--- src/rtl/jpeg_cone_pkg.sv ---
// Shared types and helpers for the JPEG carry/compare pipeline.
// Default geometry lives here; the top level derives its own segment width from its parameters.
package jpeg_cone_pkg;

  localparam int DEF_W      = 16;
  localparam int DEF_CH     = 4;
  localparam int DEF_STAGES = 4;
  localparam int SEG        = DEF_W / DEF_STAGES;
  localparam int PAR_MAX    = 128;

  // Elaboration-time guard: a negative-width type fails to build if the defaults don't divide evenly.
  localparam bit SEG_DIV_OK = (DEF_W % DEF_STAGES) == 0;
  typedef logic [(SEG_DIV_OK ? 0 : -1):0] seg_div_chk_t;

  typedef struct packed {
    logic [SEG-1:0] sum;
    logic           carry;
    logic           gt;
    logic           eq;
    logic           valid;
  } seg_state_t;

  function automatic logic par_reduce(input logic [PAR_MAX-1:0] v);
    return ^v;
  endfunction

endpackage

--- src/rtl/jpeg_carry_seg.sv ---
// One SEG-bit ripple segment: partial sum with carry plus the LSB-to-MSB compare chain step.
module jpeg_carry_seg
  import jpeg_cone_pkg::*;
#(
  parameter int SEG_W = SEG
) (
  input  logic [SEG_W-1:0] a,
  input  logic [SEG_W-1:0] b,
  input  logic             cin,
  input  logic             gt_in,
  input  logic             eq_in,
  output logic [SEG_W-1:0] sum,
  output logic             cout,
  output logic             gt,
  output logic             eq
);

  logic [SEG_W:0] total;
  logic           seg_gt;
  logic           seg_eq;

  assign total  = {1'b0, a} + {1'b0, b} + {{SEG_W{1'b0}}, cin};
  assign sum    = total[SEG_W-1:0];
  assign cout   = total[SEG_W];
  assign seg_gt = a > b;
  assign seg_eq = a == b;
  // A higher segment decides unless it is equal, in which case the lower verdict carries up.
  assign gt     = seg_gt | (seg_eq & gt_in);
  assign eq     = seg_eq & eq_in;

endmodule

--- src/rtl/jpeg_carry_cmp_pipe.sv ---
// Multi-channel pipelined add/compare unit with valid/ready wrapper; all channels move in lockstep.
// Optional macro JPEG_CARRY_STATS_EN adds saturating accepted-beat and stall-cycle counters.
module jpeg_carry_cmp_pipe
  import jpeg_cone_pkg::*;
#(
  parameter int W      = DEF_W,
  parameter int CH     = DEF_CH,
  parameter int STAGES = DEF_STAGES
) (
  input  logic            clk,
  input  logic            rst_n,
  input  logic            in_valid,
  output logic            in_ready,
  input  logic [CH*W-1:0] in_a,
  input  logic [CH*W-1:0] in_b,
  input  logic [CH-1:0]   in_cin,
  output logic            out_valid,
  input  logic            out_ready,
  output logic [CH*W-1:0] out_sum,
  output logic [CH-1:0]   out_cout,
  output logic [CH-1:0]   out_gt,
  output logic [CH-1:0]   out_eq,
  output logic [CH-1:0]   out_par
`ifdef JPEG_CARRY_STATS_EN
  ,
  output logic [31:0]     stat_beats,
  output logic [31:0]     stat_stall
`endif
);

  localparam int SEG_W = W / STAGES;

  if ((STAGES < 1) || (W % STAGES != 0)) begin : g_geom_chk
    $error("jpeg_carry_cmp_pipe: W must be a positive multiple of STAGES");
  end

  logic advance;

  // Stage registers: operands travel with the partial sum and chain state.
  logic [CH*W-1:0] a_p   [STAGES];
  logic [CH*W-1:0] b_p   [STAGES];
  logic [CH*W-1:0] sum_p [STAGES];
  logic [CH-1:0]   cy_p  [STAGES];
  logic [CH-1:0]   gt_p  [STAGES];
  logic [CH-1:0]   eq_p  [STAGES];
  logic            vld_p [STAGES];

  logic [CH*W-1:0] a_s   [STAGES];
  logic [CH*W-1:0] b_s   [STAGES];
  logic [CH*W-1:0] sum_s [STAGES];
  logic [CH-1:0]   cy_s  [STAGES];
  logic [CH-1:0]   gt_s  [STAGES];
  logic [CH-1:0]   eq_s  [STAGES];
  logic            vld_s [STAGES];

  logic [SEG_W-1:0] seg_sum [STAGES][CH];
  logic             seg_cy  [STAGES][CH];
  logic             seg_gt  [STAGES][CH];
  logic             seg_eq  [STAGES][CH];

  assign advance  = !out_valid || out_ready;
  assign in_ready = advance;

  for (genvar k = 0; k < STAGES; k++) begin : g_stage
    if (k == 0) begin : g_head
      assign a_s[k]   = in_a;
      assign b_s[k]   = in_b;
      assign sum_s[k] = '0;
      assign cy_s[k]  = in_cin;
      assign gt_s[k]  = '0;
      assign eq_s[k]  = '1;
      assign vld_s[k] = in_valid;
    end else begin : g_link
      assign a_s[k]   = a_p[k-1];
      assign b_s[k]   = b_p[k-1];
      assign sum_s[k] = sum_p[k-1];
      assign cy_s[k]  = cy_p[k-1];
      assign gt_s[k]  = gt_p[k-1];
      assign eq_s[k]  = eq_p[k-1];
      assign vld_s[k] = vld_p[k-1];
    end
    for (genvar c = 0; c < CH; c++) begin : g_ch
      jpeg_carry_seg #(.SEG_W(SEG_W)) u_seg (
        .a     (a_s[k][c*W + k*SEG_W +: SEG_W]),
        .b     (b_s[k][c*W + k*SEG_W +: SEG_W]),
        .cin   (cy_s[k][c]),
        .gt_in (gt_s[k][c]),
        .eq_in (eq_s[k][c]),
        .sum   (seg_sum[k][c]),
        .cout  (seg_cy[k][c]),
        .gt    (seg_gt[k][c]),
        .eq    (seg_eq[k][c])
      );
    end
  end

  // Pipeline boundary: every stage shifts together on advance, otherwise all hold.
  always_ff @(posedge clk) begin
    if (!rst_n) begin
      for (int k = 0; k < STAGES; k++) begin
        vld_p[k] <= 1'b0;
        a_p[k]   <= '0;
        b_p[k]   <= '0;
        sum_p[k] <= '0;
        cy_p[k]  <= '0;
        gt_p[k]  <= '0;
        eq_p[k]  <= '0;
      end
    end else if (advance) begin
      for (int k = 0; k < STAGES; k++) begin
        vld_p[k] <= vld_s[k];
        a_p[k]   <= a_s[k];
        b_p[k]   <= b_s[k];
        sum_p[k] <= sum_s[k];
        for (int c = 0; c < CH; c++) begin
          sum_p[k][c*W + k*SEG_W +: SEG_W] <= seg_sum[k][c];
          cy_p[k][c] <= seg_cy[k][c];
          gt_p[k][c] <= seg_gt[k][c];
          eq_p[k][c] <= seg_eq[k][c];
        end
      end
    end
  end

  assign out_valid = vld_p[STAGES-1];
  assign out_sum   = sum_p[STAGES-1];
  assign out_cout  = cy_p[STAGES-1];
  assign out_gt    = gt_p[STAGES-1];
  assign out_eq    = eq_p[STAGES-1];

  always_comb begin
    out_par = '0;
    for (int c = 0; c < CH; c++) begin
      out_par[c] = par_reduce(PAR_MAX'({cy_p[STAGES-1][c], sum_p[STAGES-1][c*W +: W]}));
    end
  end

`ifdef JPEG_CARRY_STATS_EN
  always_ff @(posedge clk) begin
    if (!rst_n) begin
      stat_beats <= '0;
      stat_stall <= '0;
    end else begin
      if (in_valid && in_ready && (stat_beats != '1)) stat_beats <= stat_beats + 32'd1;
      if (out_valid && !out_ready && (stat_stall != '1)) stat_stall <= stat_stall + 32'd1;
    end
  end
`endif

endmodule

--- config.mk ---
export PLATFORM = sky130hd
export DESIGN_NAME = jpeg_carry_cmp_pipe
export DESIGN_NICKNAME = d
export VERILOG_FILES = /design/src/rtl/jpeg_cone_pkg.sv /design/src/rtl/jpeg_carry_seg.sv /design/src/rtl/jpeg_carry_cmp_pipe.sv
export SDC_FILE = /design/constraint.sdc
export NUM_CORES = 1
export LEC_CHECK = 0
export CAP_MARGIN = 10
export CELL_PAD_IN_SITES_DETAIL_PLACEMENT = 1
export CELL_PAD_IN_SITES_GLOBAL_PLACEMENT = 2
export CORE_MARGIN = 5
export CORE_UTILIZATION = 43
export DETAILED_ROUTE_END_ITERATION = 12
export PLACE_DENSITY = 0.95
export SYNTH_ARGS = -nofsm -noshare
export SYNTH_HDL_FRONTEND = slang
export SYNTH_SLANG_ARGS = --single-unit
--- constraint.sdc ---
create_clock -name clk -period 45.9 [get_ports clk]
set_clock_uncertainty 0.05 [all_clocks]
set_input_delay 13.77 -clock clk [delete_from_list [all_inputs] [get_ports clk]]
set_output_delay 13.77 -clock clk [all_outputs]
set_load 0.02 [all_outputs]
==> run_results.csv <==
group,metric,value,unit
die,dieArea,49000,um^2
sta,final_max_slew_viol_count,0,
pwr,p_leak,10.5,nW
clock_tree,cts_resized,0,
logic_synthesis,synth_edf_count,401,
pwr,power,0.924,mW
pwr,p_per_area,39.3,nW/um^2
global_route,overflow,0,
sta,hold_slack,0.480,ns
worst_setup_path,worst_setup_path_end_kind,"output port",
die,placementRows,77,
global_route,grt_pass1_wl,68400,um
worst_setup_path,start_kind,"input port",
sta,setup_viol,0,
clock_tree,clk_pin_slew_worst_paths,0.06,ns
worst_setup_path,crit_fanout,80,
logic_synthesis,synth.distinct_cells,36,
logic_synthesis,synth_seq_cells,404,
die,die_w,221,um
worst_setup_path,cp_slowest_stage_delay,0.74,ns
sta,rsz0062_at_grt,"no",
finish,fin_nets,1907,
detailed_routing,wl,42700,um
place,dp.final_hpwl,28700,um
worst_setup_path,crit_top_cell,"clkdlybuf4s50_1",
detailed_routing,vias,11516,
sta,fmax,34.0,MHz
logic_synthesis,ys.flop_type,"edfxtp_1",
place,pre_cts_slack,16.46,ns
min_path,min_path_type,"register to register",
worst_setup_path,crit_arrival,15.64,ns
global_route,grt_max_degree,131,
sta,relSlewSlack,25.2,%
finish,fillers,4369,
die,fp.dieH,221,um
detailed_routing,drtAntennaViolNets,0,
clock_tree,clock_path_buffers,3,
outcome,outcome,"completed",
die,initial_core_util,43.5,%
job,cap_violations,0,
sta,layout_setup_ws,16.45,ns
clock_tree,clockRootBuffer,"clkbuf_16",
sta,worst_pin_slew,1.12,ns
logic_synthesis,syn_avg_cell_area,13.4,um^2
clock_tree,cts_tree,"yes",
worst_setup_path,crit_required,32.08,ns
logic_synthesis,yosys_warnings,0,
clock_tree,postCtsSetupBuffers,0,
place,place.gp.congestion,0.816,
detailed_routing,drt-pass1-iter-count,4,
logic_synthesis,synth_nets,1711,
place,io_buffers,217,
sta,fin_crit_sh,64.2,%
logic_synthesis,async_flop_share,0,%
clock_tree,postCtsHoldBufs,0,
global_route,grt_pass1_vias,12877,
sta,finalHoldViolCount,0,
logic_synthesis,syn_inst,1431,
clock_tree,clock_insertion_delay_worst_skew,0.56,ns
detailed_routing,via_per_inst,5.10,
finish,layout-drive-gt1-share,4.75,%
global_route,grt.total_usage,17.1,%
finish,areaGrowthSynthToFinish,22.2,%
place,place_area,21900,um^2
worst_setup_path,slowest_stage,"clkdlybuf4s50_1",
detailed_routing,drcViolationCount,0,
worst_setup_path,crit_chain,"clkdlybuf4s50_1 -> nand2b_4 -> clkdlybuf4s50_1",
worst_setup_path,critPathKind,"input port to output port",
logic_synthesis,ys_seq_area_share,63.0,%
sta,period_minus_slack,29.46,ns
detailed_routing,dr.first_iter.drc_count,841,
logic_synthesis,syn_area,19200,um^2
clock_tree,cts_made_buffers,45,
finish,fin_area,23500,um^2
die,ios,218,
clock_tree,cts.sinks,404,
pwr,peakVddDrop,0.0255,mV
clock_tree,cts_max_level,2,
detailed_routing,wl_per_cell,18.9,um
global_route,antenna_found_initial,3,
die,core-area,44200,um^2
sta,fin_tns_setup,0,ns
[power by group]
group | internal [mW] | switching [mW] | total, mW
sequential | 0.430 | 0.00954 | 0.439
combinational | 0.0529 | 0.0509 | 0.104
clock | 0.236 | 0.144 | 0.380
[sequential cells by signal, summed over array words and instances (netlist names)]
register	flops
b_p	96
vld_p	4
eq_p	16
cy_p	16
a_p	96
gt_p	16
sum_p	160
[cell usage after synthesis (20+ instances only)]
cell type  count  area [um^2]
and3_1       319         2000
xnor2_1       71          622
nor2_1        89          334
edfxtp_1     401        12000
clkbuf_1      63          236
ha_1         112         1400
inv_1        134          503
a21oi_1       34          170
o21a_1        20          150
fa_1          32          641
o21ai_0       23          115
[per-stage QoR]
| step | instances | util [%] |
|---|---|---|
| detailed placement | 2172 | 49.5 |
| global placement | 2172 | 49.5 |
| finish | 2258 | 53.1 |
| global route | 2257 | 53.1 |
| floorplan | 1431 | - |
| CTS | 2254 | 53.1 |
[per-layer routing]
metal  wire length (um)  track usage, %
met1              16400            19.5
met2              23300            31.9
met3               1900            3.49
met4               1080            5.85
met5                  0               0
[critical path, delay by kind of cell]
kind / cells / cell delay (ns)
buffers and inverters: 2 / 1.23
AND/OR/NAND/NOR: 1 / 0.62
[logic make-up (layout without fill, tap and decap cells)]
family,Yosys count,count (layout),share of synthesized area (%)
AO/OA/AOI/OAI,124,124,4.12
XOR/XNOR,84,84,4.11
adder cells (fa/ha/maj),144,144,10.6
buffers and inverters,212,443,4.26
flip-flops,404,404,63.0
multiplexers,3,3,0.156
other,0,4,0
AND/OR/NAND/NOR,460,460,13.8
[cell usage in the layout (no fill, tap or decap), drive strengths merged, types with 8 or more instances in the layout]
| master | synthesis | final |
|---|---|---|
| a21oi | 34 | 34 |
| buf | 15 | 11 |
| o21ai | 23 | 23 |
| clkbuf | 63 | 50 |
| and3 | 319 | 319 |
| edfxtp | 401 | 401 |
| a31oi | 10 | 10 |
| o21bai | 8 | 8 |
| or3 | 8 | 8 |
| ha | 112 | 112 |
| fa | 32 | 32 |
| xor2 | 9 | 9 |
| clkinv | 0 | 20 |
| clkdlybuf4s50 | 0 | 216 |
| o21a | 20 | 20 |
| nand2 | 9 | 9 |
| bufinv | 0 | 9 |
| nor2 | 89 | 89 |
| xnor2 | 71 | 71 |
| a21o | 12 | 12 |
| inv | 134 | 136 |
[worst paths after layout]
check | from | end | slack [ns] | cells past startpoint
setup / recovery | out_ready | in_ready | 16.45 | 3
hold / removal | vld_p[0] | vld_p[0] | 0.48 | 2
setup reg to reg | vld_p[3] | sum_p[0][19] | 42.00 | 4
hold reg to reg | vld_p[0] | vld_p[0] | 0.48 | 2
[layout make-up]
class / instances / area, um^2 / share of cell area, %
Clock buffer: 50 / 1190 / 5.06
Clock inverter: 32 / 378 / 1.61
Inverter: 134 / 503 / 2.14
Timing Repair Buffer: 227 / 2250 / 9.58
Multi-Input combinational cell: 815 / 6310 / 26.9
Tap cell: 592 / 741 / 3.15
Antenna cell: 4 / 10.0 / 0.0426
Sequential cell: 404 / 12100 / 51.5
Power figures use the tool's default switching activity.
